[config.mk]
export PLATFORM = sky130hd
export DESIGN_NAME = simon_iter_core
export DESIGN_NICKNAME = d
export VERILOG_FILES = /design/src/rtl/simon_iter_core.sv
export SDC_FILE = /design/constraint.sdc
export NUM_CORES = 2
export LEC_CHECK = 0
export ABC_AREA = 1
export CAP_MARGIN = 25
export CORE_MARGIN = 5
export CORE_UTILIZATION = 51
export DETAILED_ROUTE_END_ITERATION = 16
export PLACE_DENSITY = 0.65
export SLEW_MARGIN = 5
export SYNTH_ARGS = -nofsm -noshare
export SYNTH_HDL_FRONTEND = slang
export SYNTH_SLANG_ARGS = --single-unit
export TNS_END_PERCENT = 100
[constraint.sdc]
create_clock -name clk -period 9.68 [get_ports clk]
set_clock_uncertainty 0.2 [all_clocks]
set_input_delay 2.42 -clock clk [delete_from_list [all_inputs] [get_ports clk]]
set_output_delay 2.42 -clock clk [all_outputs]
set_load 0.02 [all_outputs]
[src/rtl/simon_iter_core.sv]
// rtl/simon_iter_core.sv - iterative SIMON 2N/MN block cipher core, one round per clock
module simon_iter_core #(
    parameter int N    = 32,
    parameter int M    = 4,
    parameter int T    = 44,
    parameter int ZSEL = 3
) (
    input  logic             clk,
    input  logic             nR,
    input  logic             newKey,
    input  logic [M*N-1:0]   key,
    output logic             ldKey,
    output logic             doneKey,
    input  logic             newData,
    input  logic             enc_dec,
    input  logic [2*N-1:0]   plain,
    output logic             ldData,
    output logic             doneData,
    input  logic             readData,
    output logic [2*N-1:0]   cipher,
    output logic             busy
);

    localparam int CW = (T > 1) ? $clog2(T) : 1;
    localparam logic [CW-1:0] LAST = CW'(T - 1);

    function automatic logic [63:0] z_const(input int sel);
        case (sel)
            0:       return 64'h3E8958737D12B0E6;
            1:       return 64'h23BE4C2D477C985A;
            2:       return 64'h2BDC0D262847E5B3;
            3:       return 64'h36EB19781229CD0F;
            default: return 64'h3479AD88170CA4EF;
        endcase
    endfunction

    // z bit j of the sequence lives at position 61-j
    localparam logic [63:0] ZSEQ = z_const(ZSEL);

    typedef enum logic [1:0] {S_IDLE, S_KEYEXP, S_RUN, S_DONE} state_t;

    state_t        state;
    logic [CW-1:0] cnt;
    logic          key_arm, key_pend, data_arm, data_pend;
    logic          key_go, data_go;

    logic [N-1:0]  rk_mem [T];
    logic [N-1:0]  kwin [M];
    logic [N-1:0]  knew, ktmp;
    logic [5:0]    z_idx;

    logic [N-1:0]  x, y, x_nxt, rk_cur, fx;
    logic          mode;
    logic [CW-1:0] rk_addr;

    assign key_go  = (state == S_IDLE) && (key_pend || (newKey && key_arm));
    assign data_go = (state == S_IDLE) && !key_go && doneKey &&
                     (data_pend || (newData && data_arm));
    assign busy    = (state != S_IDLE);

    // kwin holds rk[i..i+M-1] at key step i, so the new word is rk[i+M]
    always_comb begin
        ktmp = {kwin[M-1][2:0], kwin[M-1][N-1:3]};
        if (M == 4) ktmp = ktmp ^ kwin[1];
        ktmp = ktmp ^ {ktmp[0], ktmp[N-1:1]};
        knew = ~kwin[0] ^ ktmp ^ {{(N-1){1'b0}}, ZSEQ[6'd61 - z_idx]} ^ N'(3);
    end

    // decryption walks the schedule backwards on word-swapped state
    assign rk_addr = mode ? cnt : (LAST - cnt);
    assign rk_cur  = rk_mem[rk_addr];
    assign fx      = ({x[N-2:0], x[N-1]} & {x[N-9:0], x[N-1:N-8]}) ^ {x[N-3:0], x[N-1:N-2]};
    assign x_nxt   = y ^ fx ^ rk_cur;

    always_ff @(posedge clk) begin
        if (key_go) begin
            for (int j = 0; j < M; j++) kwin[j] <= key[j*N +: N];
            z_idx <= 6'd0;
        end else if (state == S_KEYEXP) begin
            for (int j = 0; j < M - 1; j++) kwin[j] <= kwin[j+1];
            kwin[M-1]    <= knew;
            rk_mem[cnt]  <= kwin[0];
            z_idx        <= (z_idx == 6'd61) ? 6'd0 : z_idx + 6'd1;
        end

        if (data_go) begin
            mode <= enc_dec;
            x    <= enc_dec ? plain[2*N-1:N] : plain[N-1:0];
            y    <= enc_dec ? plain[N-1:0]   : plain[2*N-1:N];
        end else if (state == S_RUN) begin
            x <= x_nxt;
            y <= x;
        end
    end

    always_ff @(posedge clk or negedge nR) begin
        if (!nR) begin
            state     <= S_IDLE;
            cnt       <= '0;
            ldKey     <= 1'b0;
            doneKey   <= 1'b0;
            ldData    <= 1'b0;
            doneData  <= 1'b0;
            cipher    <= '0;
            key_arm   <= 1'b1;
            key_pend  <= 1'b0;
            data_arm  <= 1'b1;
            data_pend <= 1'b0;
        end else begin
            ldKey  <= 1'b0;
            ldData <= 1'b0;

            // a request seen while busy is remembered until IDLE serves it
            if (key_go) begin
                key_pend <= 1'b0;
                key_arm  <= 1'b0;
            end else if (newKey && key_arm) begin
                key_pend <= 1'b1;
                key_arm  <= 1'b0;
            end else if (!newKey) begin
                key_arm  <= 1'b1;
            end

            if (data_go) begin
                data_pend <= 1'b0;
                data_arm  <= 1'b0;
            end else if (newData && data_arm) begin
                data_pend <= 1'b1;
                data_arm  <= 1'b0;
            end else if (!newData) begin
                data_arm  <= 1'b1;
            end

            case (state)
                S_IDLE: begin
                    if (key_go) begin
                        doneKey <= 1'b0;
                        ldKey   <= 1'b1;
                        cnt     <= '0;
                        state   <= S_KEYEXP;
                    end else if (data_go) begin
                        ldData  <= 1'b1;
                        cnt     <= '0;
                        state   <= S_RUN;
                    end
                end
                S_KEYEXP: begin
                    if (cnt == LAST) begin
                        doneKey <= 1'b1;
                        state   <= S_IDLE;
                    end else begin
                        cnt <= cnt + CW'(1);
                    end
                end
                S_RUN: begin
                    if (cnt == LAST) begin
                        cipher   <= mode ? {x_nxt, x} : {x, x_nxt};
                        doneData <= 1'b1;
                        state    <= S_DONE;
                    end else begin
                        cnt <= cnt + CW'(1);
                    end
                end
                S_DONE: begin
                    if (readData) begin
                        doneData <= 1'b0;
                        state    <= S_IDLE;
                    end
                end
                default: state <= S_IDLE;
            endcase
        end
    end

endmodule

**Word level (Yosys, flattened, before mapping)**

Memories as Yosys holds them, arrays and structs flattened.
Index checks and enable logic that the tools add are counted.

- Add/sub/neg operators: 4
- Magnitude comparators: 1
- Equality and inequality tests: 13
- Muxes and demuxes: 48
- Bitwise logic cells: 14
- Reductions and logical operators: 23

Operators with widths:

| cell | number |
|---|---|
| 32-bit 2-to-1 mux | 10 |
| 32-bit XOR | 6 |
| 64-bit 2-to-1 mux | 1 |
| 32-bit bitwise AND | 1 |
| 32-bit inverter | 1 |
| 32-bit by 1-bit XOR with 32-bit output | 1 |
| 6-bit 2-to-1 mux | 5 |
| 1-bit 2-to-1 mux | 23 |
| 2-bit nonzero test | 7 |
| 6-bit by 1-bit adder with 6-bit output (second input constant) | 2 |
| 6-bit == test (second input constant) | 2 |
| 6-bit one-hot mux with 2 select lines | 1 |
| 6-bit subtractor (first input constant) | 2 |
| 2-bit 2-to-1 mux | 5 |
| 3-bit AND reduction | 3 |
| 2-bit one-hot mux with 4 select lines | 1 |
| 6-bit by 7-bit < comparator with 1-bit output (second input constant) | 1 |
| 1-bit logical AND | 6 |
| 2-bit != test (second input constant) | 3 |
| 3-bit by 1-bit != test with 1-bit output (second input constant) | 2 |
| 2-bit == test (second input constant) | 2 |
| 2-bit by 1-bit != test with 1-bit output (second input constant) | 2 |
| 1-bit bitwise OR | 4 |
| 1-bit one-hot mux with 2 select lines | 2 |
| 9 further kinds | 10 |

- Flip-flop bits (word level): 151
- Memory bits (writable): 1,536
- ROM bits: 64
- Bits of input ports: 198
- Output and inout port bits: 69
- Logic and storage cells: 121
- Memories kept: 3

Memory list:

| memory | words | bits a word | read ports | clocked after memory_dff | write ports | line | text |
|---|---|---|---|---|---|---|---|
| rk_mem | 44 | 32 | 1 | 0 | 1 | 47 | `logic [N-1:0] rk_mem [T];` |
| kwin | 4 | 32 | 4 | 0 | 4 | 48 | `logic [N-1:0] kwin [M];` |
| (no name shown) | 64 | 1 | 1 | 0 | 0 | 66 | `knew = ~kwin[0] ^ ktmp ^ {{(N-1){1'b0}}, ZSEQ[6'd61 - z_idx]} ^ N'(3);` |

**Depth between registers and ports, before layout**

- Depth after elaboration: 10
- Mapped depth: 17
- Mapped depth without buffers: 14

**Least setup slack after synthesis**

No wires, ideal clock.

- Kind: input -> register
- Start point: input port newKey
- End point: memory kwin[0][0], enable pin
- Setup time: 1.118 ns
- Arrival time: 4.880 ns
- Required time: 8.362 ns
- Setup slack: 3.482 ns
- Stages: 4
- Path buffers: 0
- Cells stage by stage: a21oi_2 -> nor2_1 -> inv_1 -> nand2_1

RTL lines:

| item | line | text |
|---|---|---|
| start: declaration | 10 | `input logic newKey,` |
| end: declaration | 48 |  |

**Worst setup path after layout**

- Start point: register mode
- End point: register x[23] (data pin)

- Longest elaborated chain between the ends: 5

Ends and longest elaborated chain:

| item | line | text |
|---|---|---|
| start: declaration | 53 | `logic mode;` |
| start signal: assignment | 87 | `mode <= enc_dec;` |
| 6-bit 2-to-1 mux | 70 | `assign rk_addr = mode ? cnt : (LAST - cnt);` |
| memory read 44 x 32 bit | - |  |
| 32-bit XOR | 73 | `assign x_nxt = y ^ fx ^ rk_cur;` |
| 32-bit 2-to-1 mux | 90 | `end else if (state == S_RUN) begin` |
| 32-bit 2-to-1 mux | 86 | `if (data_go) begin` |
| end signal: assignment | 88 | `x <= enc_dec ? plain[2*N-1:N] : plain[N-1:0];` |
| end signal: assignment | 91 | `x <= x_nxt;` |
| end: declaration | 52 | `logic [N-1:0] x, y, x_nxt, rk_cur, fx;` |

No other way between the ends. The select of a mux whose other input is x is not followed.
A chain may end at the register's enable or synchronous reset.

==> key figures <==
Routing
  • Via count: 51400
  • Vias per std cell: 5.93
  • 1st-iter DRT viols: 6939
  • Post-Route WL: 224000 um
  • Met3 Wirelength: 23000 um
  • DR pass1 iterations: 6
  • DR top layer: met5
  • Met2 WL: 102000 um
  • Met1 Wirelength: 85500 um
  • Antenna-violating nets left: 0
  • Routed wire length per instance: 25.8 um
  • Residual DRC: 0

Global route
  • Global route overflow: 0
  • Gr usage total: 29.2%
  • Vias in the first global route: 49200
  • Global-route wire length before repair: 326000 um
  • Largest net degree at the start of global routing: 191
  • Initial antenna violation count: 5

Worst setup path
  • Worst path bufs/invs: 2
  • Setup CP Type: register to register
  • Worst r2r src: mode
  • RR Endpoint: x[23]
  • CP delay by family, top: simple AND/OR/NAND/NOR gates
  • Slowest stage delay, CP: 0.76 ns
  • CP arrival: 5.91 ns
  • Critical path endpoint category: register
  • Critical Path RT: 10.01 ns
  • Slowest cell on crit path: buf_4
  • Reg2Reg Depth: 15
  • CP cell instances: buf_4 -> nand2_4 -> nand2_8 -> buf_12 -> nand2_1 -> nand3_1 -> nand3_1 -> nand3_1 -> nand3_1 -> nand2_1 -> nand2_1 -> nand3_1 -> nand2_1 -> nand2_1 -> o21ai_1
  • CP Launch Type: register
  • Crit-path max FO: 190
  • Register-to-register setup slack: 4.10 ns

Timing
  • Slew Viols, Final: 0
  • RSZ-0062 raised after global routing: no
  • Worst slew margin: 20.9%
  • Setup TNS Final: 0 ns
  • Tmin final: 5.58 ns
  • Count of final setup violators: 0
  • Actual slew at the worst max-slew pin: 1.19 ns
  • Hold WS: 0.283 ns
  • Maximum clock frequency: 0.179 GHz
  • Endpoints failing hold: 0
  • Final critical-path share of the clock period: 57.7%

Placed design
  • Placer Congestion: 0.941
  • DP Area: 76800 um2
  • Hpwl dp: 126000 um
  • Port Buffers: 266

Clock tree
  • Setup bufs post-CTS: 0
  • CTS tree: done
  • Cts hold-fix bufs: 0
  • Clock latency on the worst-skew pair: 0.81 ns
  • Root buf cell: clkbuf_16
  • CTS Buf Count: 172
  • Post-CTS sizing: 0
  • CTS max path bufs: 3
  • Clock transition at the registers of the reported paths: 0.06 ns
  • H-tree depth: 4
  • CTS Sinks: 1687

Yosys
  • Synth warnings: 0
  • Gate Count Post-Synth: 6476
  • Yosys top cell area share: 66.5%
  • Syn_area_per_cell: 11.2 um2
  • EDFF count, synth: 1601
  • Synth top area cells: edfxtp_1, nand2_1, nand3_1
  • Post-Syn Area: 72300 um2
  • Distinct cells, synth: 39
  • Cell with the most instances after synthesis: nand2_1
  • Number of synthesized register bits: 1687
  • Top cells by count, synth: nand2_1, edfxtp_1, nand3_1, buf_2, clkbuf_1
  • Sequential fraction of the synthesis area: 69.4%
  • Main synth FF type: edfxtp_1
  • FFs w/ async S/R, synth: 4.74%
  • Net count after synthesis: 6691
  • Synth area leader: edfxtp_1

Finish
  • Cell area after layout: 82200 um2
  • Fillers: 11700
  • Fin nets: 6855
  • Area occupied by multi-input gates: 20000 um2
  • Reg area: 50200 um2
  • Share of cells above drive strength 1: 6.62%
  • Syn-to-layout area delta: 13.7%

Status
  • Status: finished, final reports clean

Die
  • Ports: 267
  • Die width: 387 um
  • Core area: 141000 um2
  • Row count: 138
  • Full die area: 149000 um2
  • Die Y: 387 um
  • Initial Util: 51.2%

Min path
  • Hold endpoint: cipher[7]
  • HP Class: register to register
  • Hold path cells: 2
  • HP Start: cipher[7]

Power and ir drop
  • Pwr dens: 301 nW/um2
  • VDD IR-drop max: 0.000253 V
  • Static leakage: 30.3 nW

Job
  • Max-cap viol count: 0
==> cell usage in the layout (no fill, tap or decap), types with 12 or more instances in the layout <==
cell type,count
clkinv_1,41
o21ai_0,58
a21oi_1,84
xor2_1,114
clkinv_2,28
edfxtp_1,1601
clkbuf_1,39
nor2_4,37
nor2_1,48
o211ai_1,16
bufinv_16,12
clkbuf_16,174
nand3_1,1497
clkdlybuf4s50_1,264
buf_4,118
xnor2_1,53
o21ai_1,27
a31oi_1,28
inv_1,100
mux2i_1,27
ha_1,16
nand2_1,2215
dfrtp_1,77
==> where the power goes <==
group          internal [mW]  switching, mW
combinational           2.10           5.95
clock                   3.66           2.80
sequential              9.78          0.463
==> how the worst max path moves through the flow <==
stage            from      endpoint  slack, ns  depth (start not counted)
6_report         mode         x[23]       4.10                         15
4_1_cts          mode          x[0]       4.20                         15
3_5_place_dp   newKey  kwin[0][117]       4.11                          6
5_1_grt          mode          x[0]       3.86                         15
3_3_place_gp   newKey  kwin[0][118]       4.15                          6
2_1_floorplan  newKey    kwin[0][0]       3.48                          4
==> tightest hold or removal path, delay by kind of cell, from the launching register on <==
kind          cells  cell delay (ns)
flops             1             0.34
simple gates      2             0.11
==> metrics by stage <==
step,total power [mW],util [%],setup WS [ns],cells
3_5_place_dp,18.3,54.3,4.11,8354
6_report,24.8,58.2,4.10,8670
4_1_cts,24.7,58.2,4.20,8667
2_1_floorplan,15.4,-,3.48,6476
3_3_place_gp,18.1,54.3,4.15,8354
5_1_grt,25.8,58.2,3.86,8669
==> cell type report <==
| type | count | share of cell area, % |
|---|---|---|
| repair buffers | 394 | 4.58 |
| flip-flops and latches | 1687 | 61.1 |
| well taps | 1890 | 2.88 |
| multi-input cells | 4273 | 24.4 |
| clock inverters | 96 | 1.04 |
| diodes | 1 | 0.00304 |
| clock buffers | 217 | 5.54 |
| inverters | 112 | 0.539 |
==> sequential cells by signal, summed over array words and instances (netlist names) <==
register and count:
rk_mem 1408, cnt 6, data_pend 1, data_arm 1, mode 1, doneKey 1
doneData 1, ldKey 1, key_pend 1, z_idx 6, y 32, ldData 1
state 2, key_arm 1, x 32, kwin 128, cipher 64
==> metal layers <==
metal	track usage (%)	vias to the layer above
met2	45.4	2879
met4	14.8	2
li1	-	23000
met5	0	-
met3	6.08	535
met1	39.4	25000
==> cell families (layout without fill, tap and decap cells) <==
group           Yosys count  count (layout)  synth area share, %
buf+inv                 516             819                 3.48
other cells               0               1                    0
xor+xnor                169             169                 2.06
compound gates          229             229                 1.78
flops                  1687            1687                 69.4
mux                      27              27                0.374
simple gates           3831            3831                 22.6
fa+ha+maj                17              17                0.294
No activity file was read; power rests on OpenSTA's default activity.
